**config.mk**
```make
export PLATFORM = sky130hd
export DESIGN_NAME = pipe_ctrl
export DESIGN_NICKNAME = d
export VERILOG_FILES = /design/src/rtl/pipe_ctrl.sv
export SDC_FILE = /design/constraint.sdc
export NUM_CORES = 1
export LEC_CHECK = 0
export ABC_AREA = 1
export BUFFER_PORTS_ARGS = -buffer_cell sky130_fd_sc_hd__buf_4
export CAP_MARGIN = 20
export CORE_MARGIN = 2
export CORE_UTILIZATION = 35
export CTS_CLUSTER_SIZE = 8
export DETAILED_ROUTE_END_ITERATION = 6
export HOLD_SLACK_MARGIN = 0.02
export PLACE_DENSITY_LB_ADDON = 0.25
export REMOVE_ABC_BUFFERS = 1
export SYNTH_ARGS = -nofsm -noshare
export SYNTH_HDL_FRONTEND = slang
export SYNTH_SLANG_ARGS = --single-unit
```
**constraint.sdc**
```tcl
create_clock -name clk -period 2.4 [get_ports clk]
set_input_delay 0.24 -clock clk [delete_from_list [all_inputs] [get_ports clk]]
set_output_delay 0.24 -clock clk [all_outputs]
set_load 0.05 [all_outputs]
```
**src/rtl/pipe_ctrl.sv**
```systemverilog
`default_nettype none
// ============================================================================
// Module      : pipe_ctrl
// Description : Five-stage pipeline sequencing controller. It combines
//               load-use, branch, memory-stall and halt-drain events into a
//               single set of per-stage load enables and flushes.
//               Optional performance counters: define PIPE_CTRL_PERF_EN.
// Revision    : 1.0 - initial release
// ============================================================================
module pipe_ctrl #(
    parameter int DRAIN_CYCLES = 3,
    parameter int CNT_WIDTH    = 16
) (
    input  logic                 clk,
    input  logic                 rst,
    input  logic                 id_ld_use,
    input  logic                 ex_br_taken,
    input  logic                 id_halt,
    input  logic                 imem_stall,
    input  logic                 dmem_stall,
    output logic                 pc_en,
    output logic                 ifid_en,
    output logic                 idex_en,
    output logic                 exmem_en,
    output logic                 memwb_en,
    output logic                 ifid_flush,
    output logic                 idex_flush,
    output logic                 halted,
    output logic [CNT_WIDTH-1:0] stall_cycles,
    output logic [CNT_WIDTH-1:0] flush_count
);

    localparam int         c_DCNT_W   = $clog2(DRAIN_CYCLES + 1);
    localparam logic [1:0] c_S_RUN    = 2'd0;
    localparam logic [1:0] c_S_DRAIN  = 2'd1;
    localparam logic [1:0] c_S_HALTED = 2'd2;

    logic [1:0]          r_state;
    logic [1:0]          w_state_nxt;
    logic [c_DCNT_W-1:0] r_drain_cnt;
    logic [c_DCNT_W-1:0] w_drain_cnt_nxt;

    always_ff @(posedge clk) begin
        if (rst) begin
            r_state     <= c_S_RUN;
            r_drain_cnt <= '0;
        end else begin
            r_state     <= w_state_nxt;
            r_drain_cnt <= w_drain_cnt_nxt;
        end
    end

    always_comb begin
        pc_en           = 1'b0;
        ifid_en         = 1'b0;
        idex_en         = 1'b0;
        exmem_en        = 1'b0;
        memwb_en        = 1'b0;
        ifid_flush      = 1'b0;
        idex_flush      = 1'b0;
        halted          = 1'b0;
        w_state_nxt     = r_state;
        w_drain_cnt_nxt = r_drain_cnt;

        if (!rst) begin
            case (r_state)
                c_S_RUN: begin
                    // A data-memory stall freezes every stage; other events wait.
                    if (dmem_stall) begin
                        pc_en = 1'b0;
                    end else if (ex_br_taken) begin
                        pc_en      = 1'b1;
                        ifid_en    = 1'b1;
                        idex_en    = 1'b1;
                        exmem_en   = 1'b1;
                        memwb_en   = 1'b1;
                        ifid_flush = 1'b1;
                        idex_flush = 1'b1;
                    end else if (id_ld_use) begin
                        idex_en    = 1'b1;
                        idex_flush = 1'b1;
                        exmem_en   = 1'b1;
                        memwb_en   = 1'b1;
                    end else if (id_halt) begin
                        ifid_en         = 1'b1;
                        idex_en         = 1'b1;
                        exmem_en        = 1'b1;
                        memwb_en        = 1'b1;
                        w_state_nxt     = c_S_DRAIN;
                        w_drain_cnt_nxt = '0;
                    end else if (imem_stall) begin
                        ifid_en    = 1'b1;
                        ifid_flush = 1'b1;
                        idex_en    = 1'b1;
                        exmem_en   = 1'b1;
                        memwb_en   = 1'b1;
                    end else begin
                        pc_en    = 1'b1;
                        ifid_en  = 1'b1;
                        idex_en  = 1'b1;
                        exmem_en = 1'b1;
                        memwb_en = 1'b1;
                    end
                end
                c_S_DRAIN: begin
                    if (dmem_stall) begin
                        pc_en = 1'b0;
                    end else if (ex_br_taken) begin
                        // The halt was fetched down a mispredicted path.
                        pc_en           = 1'b1;
                        ifid_en         = 1'b1;
                        idex_en         = 1'b1;
                        exmem_en        = 1'b1;
                        memwb_en        = 1'b1;
                        ifid_flush      = 1'b1;
                        idex_flush      = 1'b1;
                        w_state_nxt     = c_S_RUN;
                        w_drain_cnt_nxt = '0;
                    end else begin
                        ifid_en         = 1'b1;
                        ifid_flush      = 1'b1;
                        idex_en         = 1'b1;
                        exmem_en        = 1'b1;
                        memwb_en        = 1'b1;
                        w_drain_cnt_nxt = r_drain_cnt + c_DCNT_W'(1);
                        if (r_drain_cnt == c_DCNT_W'(DRAIN_CYCLES - 1)) begin
                            w_state_nxt = c_S_HALTED;
                        end
                    end
                end
                c_S_HALTED: begin
                    halted = 1'b1;
                end
                default: begin
                    w_state_nxt     = c_S_RUN;
                    w_drain_cnt_nxt = '0;
                end
            endcase
        end
    end

`ifdef PIPE_CTRL_PERF_EN
    logic [CNT_WIDTH-1:0] r_stall_cycles;
    logic [CNT_WIDTH-1:0] r_flush_count;
    logic                 w_stall_inc;
    logic                 w_flush_inc;

    assign w_stall_inc = (r_state == c_S_RUN) && !pc_en;
    assign w_flush_inc = (r_state != c_S_HALTED) && !dmem_stall && ex_br_taken;

    always_ff @(posedge clk) begin
        if (rst) begin
            r_stall_cycles <= '0;
            r_flush_count  <= '0;
        end else begin
            if (w_stall_inc && !(&r_stall_cycles)) begin
                r_stall_cycles <= r_stall_cycles + CNT_WIDTH'(1);
            end
            if (w_flush_inc && !(&r_flush_count)) begin
                r_flush_count <= r_flush_count + CNT_WIDTH'(1);
            end
        end
    end

    assign stall_cycles = r_stall_cycles;
    assign flush_count  = r_flush_count;
`else
    assign stall_cycles = '0;
    assign flush_count  = '0;
`endif

endmodule
`default_nettype wire

```
-- Word-level counts from Yosys, hierarchy flattened
Cells that the tools add are included.
- input bits: 7
- register bits after elaboration: 4
- equality and inequality tests: 9
- muxes and demuxes: 46
- reductions and logical operators: 4
- bitwise gates (word level): 1
- add/sub/neg operators: 1
- operators with widths (kind ; number):
    2-to-1 mux 1 bit ; 27
    2-to-1 mux 2 bit ; 13
    case mux 2 bit (3 select lines) ; 2
    != test 2 bit, second input constant ; 5
    case mux 1 bit (2 select lines) ; 4
    AND reduction 7 bit ; 1
    AND reduction 6 bit ; 1
    == test 2 bit, second input constant ; 2
    != test 3 bit, second input constant ; 1
    adder 2 x 1 -> 2 bit, second input constant ; 1
    == test 2 x 1 -> 1 bit, second input constant ; 1
    zero test 2 bit ; 1
    OR reduction 2 bit ; 1
    NOT 1 bit ; 1

-- Logic depth before layout (Yosys ltp)
Gate-level depths: netlist of the first run.
- depth in word-level cells: 7
- mapped depth: 8
- gate-level depth less buffers: 8

-- Least setup slack after synthesis of the first run
No wires, ideal clock.
- path kind: reg2out
- from: reg r_state[1]
- to: out ifid_en
- data arrival time: 2.606 ns
- path buffers: 0
- cell stages (with the launch flop): 4
- slack: -0.446 ns
- required time: 2.160 ns
- cell sequence: dfxtp_1 > nor3_1 > inv_2 > a31oi_1
- longest elaborated chain between the ends: 3
- elaborated cells between the ends (all ways): 4
- classes of those cells: eq/ne (1); mux (2); reduce/logical (1)
- ends and longest elaborated chain (element ; RTL line ; source):
    from (decl) ; 38 ; logic [1:0] r_state;
    from (signal assigned) ; 45 ; r_state <= c_S_RUN;
    from (signal assigned) ; 48 ; r_state <= w_state_nxt;
    == test 2 x 1 -> 1 bit or zero test 2 bit (tied branches) ; 66 ; case (r_state)
    case mux 1 bit (2 select lines) * ; 66 ;
    2-to-1 mux 1 bit * ; 65 ; if (!rst) begin
    to (decl) ; 22 ; output logic ifid_en,
Mark *: on every way between the ends. The rest lies on a longest branch, timed or not.

-- Final worst setup path of the first run
Ends and elaborated chain as after synthesis.

==> metrics.md, run 1 <==
| Metric | Value |
|---|---|
| Core area | 1540 sq um |
| Hold WS | 0.212 ns |
| Pwr dens | 641 nW/um^2 |
| Fmax | 579 MHz |
| CTS tree | yes |
| Initial antenna violation count | 0 |
| YS warnings | 0 |
| Worst path cell trace | nor3_1, inv_2, a31oi_1, buf_4 |
| XOR/XNOR Fraction of Synth Area | 0% |
| Hpwl dp | 773 microns |
| Count of input and output buffers | 14 |
| Hold path startpoint | rst |
| GR Layer Usage met3 | 2.80% |
| FP Rows | 14 |
| Cts hold-fix bufs | 0 |
| First-pass DRT Iterations | 2 |
| Vias in the first global route | 323 |
| Max IR drop VDD | 336 uV |
| Max Clock Skew | 0.00154 ns |
| R2r startpoint | r_drain_cnt[0] |
| Final setup fails | 0 |
| DR vias/cell | 3.77 |
| Initial core utilization | 38.1% |
| # DRC | 0 |
| Resized cells post-CTS | 0 |
| Fraction of layout cells with a size suffix above 1 | 30.7% |
| Fillers | 165 |
| Leakage | 0.355 nW |
| Gr ovfl total | 0 |
| Sequential share of the synthesized area | 13.6% |
| Most frequent cell after synthesis | buf_4 |
| Adder-Cell Fraction of Synth Area | 2.13% |
| Yosys cell types | 19 |
| Period minus WS final | 1.73 ns |
| Die Y | 44.9 microns |
| Critical path class | flip-flop to output port |
| Final GP Congestion | 0.680 |
| Post-route ant nets | 0 |
| Fin crit share | 71.9% |
| Wire length of the first global-routing pass | 1310 microns |
| GR Util met2 | 10.9% |
| CP startpoint | r_state[1] |
| Root Buffer | clkbuf_4 |
| P&R area growth vs syn | 1.49% |
| CTS max path bufs | 2 |
| Largest family of logic cells by synthesized area | buffers and inverters |
| CP max stage delay | 0.44 ns |
| Clock Sinks | 4 |
| First DRT Iteration DRCs | 8 |
| Final Hold Vio Count | 0 |
| Multiplexer share of the synthesized area | 0% |
| NumNets Final | 111 |
| Compound-Gate Fraction of Synth Area | 6.40% |
| H-tree Lvls | 1 |
| IO Count | 47 |
| Primary FF master, synth | dfxtp_1 |
| Synth Instances | 87 |
| Critical-path top delay cell | nor3_1 |
| Die Area | 2020 sq um |
| Area contributors post-synth | buf_4 43%, dfxtp_1 14%, nand2_1 5.8%, nor2_1 5.1%, nand2_2 4.3% |
| Most used routing layer | met1 |
| Wire per inst | 7.44 microns |
| CTS Buf Count | 3 |
| Type of destination of the critical path | output port |
| Synthesis-stage register bit count | 4 |
| CTS clk-pin slew, worst paths | 0.04 ns |
| Antenna diode count | 0 |
| Critical Path RT | 2.16 ns |
| Chip width | 44.9 microns |
| Drt total wl | 871 microns |
| RSZ-0062 raised after global routing | false |
| Total negative slack | 0 ns |
| Post-synth top cells | 34 x buf_4, 9 x nand2_1, 8 x nor2_1 |
| Synth async-reset ratio | 0% |
| Vias | 441 |
| Postcts setup bufs | 0 |
| CP Launch Type | flip-flop |
| Met1 global-route usage | 12.7% |
| Dominant cell type by area after synthesis | buf_4 |
| Max cap viols | 0 |
| Mapped cell area | 587 sq um |
| Avg Cell Area, Syn | 6.74 sq um |
| Synth top area share | 43.5% |
| Largest net degree at the start of global routing | 6 |
| Worst-skew pair later-pin latency | 0.23 ns |
| Synth Area in Simple Gates | 27.9% |
| Worst min path class | input port to flip-flop |
| GRT Overall Usage | 8.96% |
| Max FO, Critical Path | 4 |
| Slew Limit Fails | 0 |
| Post-synth EDFFs | 0 |
| CP arrival | 1.49 ns |
| Status | finished, final reports clean |
## path summary, 6_finish.rpt
check	end	slack, ns	cells after the start
max reg2reg	r_state[1]	1.30	7
max	ifid_en	0.67	4
min	r_drain_cnt[0]	0.21	2
min reg2reg	r_drain_cnt[1]	0.57	4
## cell type report
type | instances | area (sq um) | share of cell area (%)
inverter | 9 | 33.8 | 5.67
tap | 16 | 20.0 | 3.36
clock buffer | 3 | 22.5 | 3.78
timing repair buffer | 14 | 105 | 17.6
multi-input combinational | 71 | 334 | 56.1
sequential | 4 | 80.1 | 13.4
## critical path: cells and delay by family (launching register included)
family                 cells  cell delay (ns)
AND/OR/NAND/NOR            1             0.44
flip-flops                 1             0.34
buffers and inverters      2             0.31
AO/OA/AOI/OAI              1             0.16
## layout by cell type, fill, tap and decap left out, drive strengths merged, types with 2 or more instances in the layout
cell     n
inv      9
nor2    11
nor3     3
a31oi    2
conb    32
nand2   13
o21ai    3
a21oi    2
buf     14
clkbuf   3
dfxtp    4
## registers in the layout (all words and copies together), names as in the netlist
signal	flops
r_drain_cnt	2
r_state	2
## report_power, final
group / total (mW) / internal [mW] / switching [mW]
clock network: 0.0797 / 0.0557 / 0.0240
registers: 0.0787 / 0.0731 / 0.00558
logic: 0.223 / 0.0383 / 0.185
## through the flow
step / instances / setup WS (ns) / utilization (%) / power [mW] / area [sq um]
6_report: 117 / 0.673 / 38.6 / 0.382 / 596
3_5_place_dp: 114 / 0.898 / 37.2 / 0.302 / 573
4_1_cts: 117 / 0.653 / 38.6 / 0.386 / 596
2_1_floorplan: 84 / -2.40 / - / 0.269 / 448
3_3_place_gp: 114 / 0.931 / 37.2 / 0.302 / 573
5_1_grt: 117 / 0.521 / 38.6 / 0.402 / 596
## layer usage
layer	share of wire, %	wire [microns]
met2	46	399
met3	9.2	80
met5	0	0
met1	45	391
met4	0	0
## kinds of logic after synthesis
logic type	Yosys count
AOI/OAI and AO/OA	7
and+or+nand+nor	31
DFF	4
adders and majority gates	1
buffers and inverters	43
other	1
Note: power is estimated with default switching activity, not from simulation.
==> run 2, diff against run 1 <==
- ABC_AREA: 1 -> 0
- CORE_UTILIZATION: 35 -> 33
- clock period: 2.4 -> 1.57 ns (I/O delays scaled with it)
==> metrics.md, run 2 <==
| Metric | Value |
|---|---|
| Area contributors post-synth | buf_4 48%, dfxtp_1 15%, nor2_1 5.7%, a21oi_1 4.7%, nor3b_1 4.3% |
| Critical Path RT | 1.41 ns (-0.75 ns) |
| Synth top area share | 48.2% (+4.7 points) |
| Leakage | 0.289 nW (-18%) |
| IO Count | 47 (unchanged) |
| Max FO, Critical Path | 6 (+2) |
| Worst-skew pair later-pin latency | 0.24 ns (about the same) |
| CTS clk-pin slew, worst paths | 0.04 ns (about the same) |
| Drt total wl | 856 microns (-1.7%) |
| P&R area growth vs syn | 3.31% |
| CTS max path bufs | 2 (unchanged) |
| Mapped cell area | 529 sq um (-9.8%) |
| Worst reg2reg setup slack | 0.43 ns (-0.87 ns) |
| Wire length of the first global-routing pass | 1230 microns (-6.3%) |
| Fmax | 687 MHz |
| Max cap viols | 0 (unchanged) |
| Die Y | 44.0 microns (-2.0%) |
| Vias | 414 (-6.1%) |
| Yosys cell types | 19 (unchanged) |
| Commonest non-fill, non-tap cells in the layout | 32 x conb_1, 14 x buf_4, 8 x nor2_1 |
| Worst slack, placed | 0.275 ns (-0.623 ns) |
| Hpwl dp | 716 microns (-7.4%) |
| First DRT Iteration DRCs | 5 (-3) |
| Reg-to-Reg End | r_drain_cnt[0] |
| CP arrival | 1.30 ns (-0.19 ns) |
| Core area | 1510 sq um (-2.3%) |
| Primary FF master, synth | dfxtp_1 |
| CTS tree | yes |
| GRT Overall Usage | 8.77% (-0.19 points) |
| Placed Cells | 101 (-11%) |
| Final GP Congestion | 0.774 (+14%) |
| Synth Instances | 74 (-15%) |
| Cts hold-fix bufs | 0 (unchanged) |
| Hold Path Depth | 2 (unchanged) |
| Util after Layout | 36.3% (-2.3 points) |
| Hold WS | 0.117 ns (-0.0955 ns) |
| NumNets Final | 98 (-12%) |
| Synth async-reset ratio | 0% (unchanged) |
| Die Area | 1940 sq um (-4.0%) |
| Antenna diode count | 0 (unchanged) |
| DP Area | 515 sq um (-10%) |
| Wire per inst | 8.23 microns (+11%) |
| Final worst setup slack | 0.115 ns (-0.558 ns) |
| CP Launch Type | flip-flop |
| Largest net degree at the start of global routing | 8 (+2) |
| Count of input and output buffers | 14 (unchanged) |
| Worst Hold End | r_state[1] |
| Max IR drop VDD | 488 uV (+45%) |
| Clock Sinks | 4 (unchanged) |
| Pwr dens | 937 nW/um^2 (+46%) |
| Area of the multi-input gates | 304 sq um (-9.0%) |
| Max Clock Skew | 0.00366 ns (+0.00212 ns) |
| Final Cell Area | 547 sq um (-8.2%) |
| Status | finished, final reports clean |
| H-tree Lvls | 1 (unchanged) |
| DR vias/cell | 3.98 (+5.6%) |
| Worst min path class | input port to flip-flop |
| Vias in the first global route | 288 (-11%) |
| Hold path startpoint | rst |
| # DRC | 0 (unchanged) |
| Slew Limit Fails | 0 (unchanged) |
| R2r startpoint | r_state[0] |
| CTS Buf Count | 3 (unchanged) |
| Most common cell after layout, fill and taps aside | conb_1 |
| CP startpoint | r_state[1] |
| Fillers | 174 (+5.5%) |
| Final Hold Vio Count | 0 (unchanged) |
| Register area | 80.1 sq um (unchanged) |
| Final Non-Filler Cells | 104 (-11%) |
| Post-synth EDFFs | 0 (unchanged) |
| Avg Cell Area, Syn | 7.15 sq um (+6.0%) |
| YS warnings | 0 (unchanged) |
| Reg2Reg Depth | 3 (-4) |
| Fraction of layout cells with a size suffix above 1 | 21.6% (-9.1 points) |
| First-pass DRT Iterations | 4 (+2) |
| Most frequent cell after synthesis | buf_4 |
| Period minus WS final | 1.45 ns |
| FP Rows | 14 (unchanged) |
| Root Buffer | clkbuf_4 |
| Gr ovfl total | 0 (unchanged) |
| Dominant cell type by area after synthesis | buf_4 |
| Post-route ant nets | 0 (unchanged) |
| Initial antenna violation count | 0 (unchanged) |
| Type of destination of the critical path | output port |
| Postcts setup bufs | 0 (unchanged) |
| Post-synth top cells | 34 x buf_4, 8 x nor2_1, 5 x a21oi_1 |
| Sequential share of the synthesized area | 15.1% (+1.5 points) |
| Critical path class | flip-flop to output port |
| Initial core utilization | 35.1% (-2.9 points) |
| RSZ-0062 raised after global routing | false |
| Fin crit share | 92.7% |
| Top Registers | r_drain_cnt (2), r_state (2) |
| Synthesis-stage register bit count | 4 (unchanged) |
| Chip width | 44.0 microns (-2.0%) |
| Final setup fails | 0 (unchanged) |
[run 2: through the flow]
stage | power, mW | TNS, ns
6_report | 0.512 | 0
4_1_cts | 0.514 | 0
5_1_grt | 0.540 | 0
3_3_place_gp | 0.381 | 0
3_5_place_dp | 0.382 | 0
2_1_floorplan | 0.344 | -1.13
[run 2: kinds of logic (layout without fill, tap and decap cells)]
kind of cell | count (synthesis) | count (layout) | share of synthesized area [%]
buffers and inverters | 38 | 21 | 51.1
AND/OR/NAND/NOR | 20 | 20 | 19.6
AO/OA/AOI/OAI | 10 | 10 | 11.1
flip-flops | 4 | 4 | 15.1
adder cells (fa/ha/maj) | 1 | 1 | 2.36
other | 1 | 32 | 0.709
[run 2: cell type report]
class	instances	area share (%)
clock buffer	3	4.12
inverter	4	2.75
multi-input combinational	63	55.6
sequential	4	14.6
tap	16	3.66
timing repair buffer	14	19.2
[run 2: where the power goes]
group / total [mW] / internal, mW / switching (mW)
combinational: 0.269 / 0.0386 / 0.230
sequential: 0.115 / 0.110 / 0.00553
clock: 0.128 / 0.0855 / 0.0426
total: 0.512 / 0.234 / 0.278
[run 2: per-layer routing]
layer / vias up / wire length, microns / GRT usage, % / part of all wire [%]
met4: 0 / 11 / 5.45 / 1.3
met1: 173 / 351 / 11.0 / 41
met3: 2 / 160 / 3.67 / 19
li1: 203 / - / - / -
met2: 36 / 332 / 12.4 / 39
met5: - / 0 / 0 / 0
[run 2: repair_timing]
item	in CTS	in global routing
endpoints found under the setup margin	0	7
gates resized for setup	0	2
endpoints found under the hold margin	0	0
[run 2: worst max-delay path by stage]
stage          cells past startpoint         end
4_1_cts                            3  ifid_flush
3_5_place_dp                       3  ifid_flush
3_3_place_gp                       3  ifid_flush
2_1_floorplan                      2    exmem_en
6_report                           3     ifid_en
5_1_grt                            3     ifid_en
[run 2: critical path, cell delays in order, from the launching register on]
cell and delay, ns:
dfxtp_1 0.34, or3_4 0.37, a21oi_1 0.14, buf_4 0.21
